===== src/rtl/arb_rr8_enc.sv =====
// 8-way round-robin arbiter with registered one-hot grant and binary index; optional hold timeout (ARB_TIMEOUT_EN).
// Latency: grant visible one edge after request; a one-cycle GAP always separates grants.
// Backpressure: holder keeps the grant while its req stays high (bounded by HOLD_MAX when ARB_TIMEOUT_EN).
module arb_rr8_enc #(
    parameter int HOLD_MAX = 15
) (
    input  logic       clk,
    input  logic       rst,
    input  logic [7:0] req,
    output logic [7:0] gnt,
    output logic [2:0] gnt_id,
    output logic       gnt_valid,
    output logic       timeout
);

    typedef enum logic [1:0] {
        IDLE = 2'd0,
        BUSY = 2'd1,
        GAP  = 2'd2
    } state_t;

    generate
        if (HOLD_MAX < 2 || HOLD_MAX > 255) begin : g_bad_hold_max
            $error("HOLD_MAX must be within 2..255");
        end
    endgenerate

    state_t     state;
    logic [2:0] ptr;
    logic [2:0] pick_id;
    logic       pick_vld;
    logic [2:0] idx;
    logic       hold_req;
    logic       force_rel;

    assign hold_req = req[gnt_id];

`ifdef ARB_TIMEOUT_EN
    logic [7:0] hold_cnt;
    logic       timeout_q;

    assign force_rel = (hold_cnt == 8'(HOLD_MAX));
    assign timeout   = timeout_q;
`else
    assign force_rel = 1'b0;
    assign timeout   = 1'b0;
`endif

    // First requester found walking upward from ptr, wrapping 7 -> 0.
    always_comb begin
        pick_id  = 3'd0;
        pick_vld = 1'b0;
        idx      = 3'd0;
        for (int i = 0; i < 8; i++) begin
            idx = ptr + 3'(i);
            if (!pick_vld && req[idx]) begin
                pick_vld = 1'b1;
                pick_id  = idx;
            end
        end
    end

    always_ff @(posedge clk or posedge rst) begin
        if (rst) begin
            state     <= IDLE;
            ptr       <= 3'd0;
            gnt       <= 8'd0;
            gnt_id    <= 3'd0;
            gnt_valid <= 1'b0;
`ifdef ARB_TIMEOUT_EN
            hold_cnt  <= 8'd0;
            timeout_q <= 1'b0;
`endif
        end else begin
`ifdef ARB_TIMEOUT_EN
            timeout_q <= 1'b0;
`endif
            case (state)
                IDLE, GAP: begin
                    if (pick_vld) begin
                        gnt       <= 8'd1 << pick_id;
                        gnt_id    <= pick_id;
                        gnt_valid <= 1'b1;
                        state     <= BUSY;
`ifdef ARB_TIMEOUT_EN
                        hold_cnt  <= 8'd1;
`endif
                    end else begin
                        state <= IDLE;
                    end
                end
                BUSY: begin
                    // A voluntary drop wins over the limit, so timeout only fires while req is still held.
                    if (!hold_req || force_rel) begin
                        gnt       <= 8'd0;
                        gnt_id    <= 3'd0;
                        gnt_valid <= 1'b0;
                        ptr       <= gnt_id + 3'd1;
                        state     <= GAP;
`ifdef ARB_TIMEOUT_EN
                        hold_cnt  <= 8'd0;
                        timeout_q <= hold_req;
`endif
                    end
`ifdef ARB_TIMEOUT_EN
                    else begin
                        hold_cnt <= hold_cnt + 8'd1;
                    end
`endif
                end
                default: begin
                    state     <= IDLE;
                    gnt       <= 8'd0;
                    gnt_id    <= 3'd0;
                    gnt_valid <= 1'b0;
                end
            endcase
        end
    end

endmodule


===== config.mk =====
export PLATFORM = sky130hd
export DESIGN_NAME = arb_rr8_enc
export DESIGN_NICKNAME = d
export VERILOG_FILES = /design/src/rtl/arb_rr8_enc.sv
export SDC_FILE = /design/constraint.sdc
export NUM_CORES = 1
export LEC_CHECK = 0
export CAP_MARGIN = 10
export CORE_ASPECT_RATIO = 1.25
export CORE_UTILIZATION = 45
export CTS_BUF_LIST = sky130_fd_sc_hd__clkbuf_16
export CTS_CLUSTER_DIAMETER = 100
export DETAILED_ROUTE_END_ITERATION = 8
export PLACE_DENSITY_LB_ADDON = 0.3
export SYNTH_ARGS = -nofsm -noshare
export SYNTH_HDL_FRONTEND = slang
export SYNTH_SLANG_ARGS = --single-unit

===== constraint.sdc =====
create_clock -name clk -period 4.22 [get_ports clk]
set_input_delay 0.844 -clock clk [delete_from_list [all_inputs] [get_ports clk]]
set_output_delay 0.844 -clock clk [all_outputs]
set_load 0.03 [all_outputs]

==> impl_metrics.tcl <==
set metrics [dict create \
    netlist_area_um2 1940 \
    first_pass_iters 4 \
    finalCritPeriodShare 0.837 \
    via_per_inst 6.34 \
    outcome "finished clean" \
    synth_top_family_by_area "multiplexers" \
    yosysUniqueCellTypes 65 \
    dr.first_iter.drc_count 102 \
    die_y_um 75.4 \
    synthArstFlopShare 1.00 \
    r2r-start "ptr[1]$_DFFE_PP0P_" \
    hpwl_um 3420 \
    ys_seq_area_frac 0.219 \
    htreeDepth 1 \
    cts_made_buffers 3 \
    synth_compound_area_frac 0.206 \
    track_usage 0.222 \
    die_area_um2 4580 \
    synthTopCellsByArea "dfrtp_1 22%, mux4_2 10%, mux4_1 8.1%, mux2i_1 6.2%, nand2_1 4.3%" \
    max-clock-path-buffers 2 \
    hold_violations 0 \
    min_path_cells 2 \
    grt_pass1_wl_um 7500 \
    critPathMaxFanout 12 \
    wl_per_cell_um 18.4 \
    synth-adder-area-share 0.0194 \
    syn_to_final_growth_pct 13.7 \
    post_cts_resized 0 \
    max_slew_margin 0.561 \
    fp-row-count 26 \
    drive_above_1_share 0.264 \
    synth_flop_cell "dfrtp_1" \
    netlist_instances 179 \
    hold_start "gnt[6]$_DFFE_PP0P_" \
    synth_fp_nets 192 \
    fin_crit_ps 3530 \
    start_util 0.473 \
    core_um2 4100 \
    antenna_found_initial 0 \
    synth_top_area_frac 0.219 \
    hp-class "reg2reg" \
    arrival_ps 3690 \
    port-buffer-count 21 \
    clock_sinks 17 \
    cts-root-buf "clkbuf_16" \
    synth_mux_area_frac 0.300 \
    r2r_cells 9 \
    ant_nets 0 \
    cp.required_ps 4380 \
    setup.worst_path.class "in2reg" \
    start_kind "input pin" \
    cp-end-kind "flip-flop" \
    finalSetupViolCount 0 \
    layout.nets 207 \
    num_vias 1579 \
    cts_setup_buffers 0 \
    tns_ps 0 \
    cts_hold_repair.buffers 0 \
    io_pins 23 \
    grt_pass1_vias 1510 \
    cts_tree "yes" \
    rsz0062_at_grt "no" \
    routed_wl_um 4580 \
    die_w_um 60.7 \
    fmax_ghz 0.283 \
    overflow 0 \
    place.gp.congestion 0.870 \
    maxCapViolations 0 \
    fin_skew_ps 2.69 \
    worst_pin_slew_ps 656 \
    clock_latency_ps 250 \
    drc 0 \
    diodes 0 \
    startpoint "req[6]" \
    ys_ff_latch 17 \
    finalMaxSlewViolations 0 \
    synth-simple-area-share 0.159 \
    grt_max_degree 22 \
    synth.avg_cell_area_um2 10.8 \
    synth_top_area_cell "dfrtp_1" \
    synth-xor-area-share 0.0219 \
    synth_edf_count 0 \
    clk_transition_reported_paths_ps 50 \
    ys_warn_count 0 \
]
==> cells by family (layout without fill, tap and decap cells) <==
| group | after synthesis | count (layout) |
|---|---|---|
| buf+inv | 20 | 34 |
| mux | 35 | 35 |
| simple gates | 55 | 55 |
| compound gates | 44 | 44 |
| xor+xnor | 4 | 4 |
| fa+ha+maj | 3 | 3 |
| other cells | 1 | 1 |
| flops | 17 | 17 |
==> synth_stat cells (all sizes together), types with 4 or more instances <==
master	count
nor2	8
mux2i	13
mux2	7
buf	13
o21ai	9
nand2	22
a21oi	4
a32o	4
o31ai	5
dfrtp	17
inv	6
mux4	15
==> sequential cells by signal, indices dropped and copies added (netlist names) <==
signal,cells
gnt,8
state,2
gnt_valid,1
ptr,3
gnt_id,3
==> metal layers <==
| metal | part of all wire | GRT usage |
|---|---|---|
| met4 | 0.016 | 0.0606 |
| met3 | 0.033 | 0.0289 |
| met1 | 0.43 | 0.301 |
| met2 | 0.52 | 0.375 |
| met5 | 0 | 0 |
==> layout make-up <==
type                            count  area, um2
Inverter                            6       22.5
Clock buffer                        3       75.1
Sequential cell                    17        425
Multi-Input combinational cell    142       1370
Tap cell                           56       70.1
Timing Repair Buffer               24        233
Fill cell                         380       1900
Clock inverter                      1       5.00
==> path summary, 6_finish.rpt <==
check	slack [ps]	to
worst max-delay path	690	gnt[6]$_DFFE_PP0P_
worst min-delay path	490	gnt[6]$_DFFE_PP0P_
worst max register to register	860	gnt[6]$_DFFE_PP0P_
worst min register to register	490	gnt[6]$_DFFE_PP0P_
max in group asynchronous	2850	gnt_valid$_DFFE_PP0P_
min in group asynchronous	970	ptr[0]$_DFFE_PP0P_
==> cells in the final DEF, fill, tap and decap left out, types with 2 or more instances in the layout <==
master / instances
xor2_1: 2
nand3_1: 2
mux2_2: 7
clkdlybuf4s50_1: 21
dfrtp_1: 17
buf_4: 3
and3_2: 2
nor2_2: 2
nand2b_1: 2
nor2_1: 6
clkbuf_16: 3
ha_1: 3
mux2i_1: 12
inv_1: 5
nand2_1: 22
mux4_1: 6
a32o_2: 2
o211a_1: 2
o31ai_1: 3
a32o_1: 2
a21oi_1: 4
o21ai_1: 2
o211ai_1: 3
o21ai_0: 7
nand3b_1: 3
mux4_2: 9
nand4_1: 3
==> through the flow <==
| stage | instance area (um2) | util | cells | setup slack [ps] | hold slack (ps) |
|---|---|---|---|---|---|
| final | 2200 | 0.538 | 249 | 688 | 486 |
| after global routing | 2200 | 0.538 | 249 | 511 | 496 |
| after CTS | 2200 | 0.538 | 249 | 695 | 487 |
| after detailed placement | 2120 | 0.518 | 245 | 454 | 469 |
| after global placement | 2120 | 0.518 | 245 | 625 | 473 |
| after floorplan | 1940 | - | 179 | 1050 | 561 |
==> worst max-delay path, cell delays in order <==
cell	delay, ps
clkdlybuf4s50_1	570
mux4_1	630
mux2i_1	330
and2_2	280
nand3_2	150
o41ai_4	650
nand2_1	150
o31ai_2	80
Power is not shown: default switching activity piles up to over one toggle a cycle in this logic, so the estimate is an artifact.
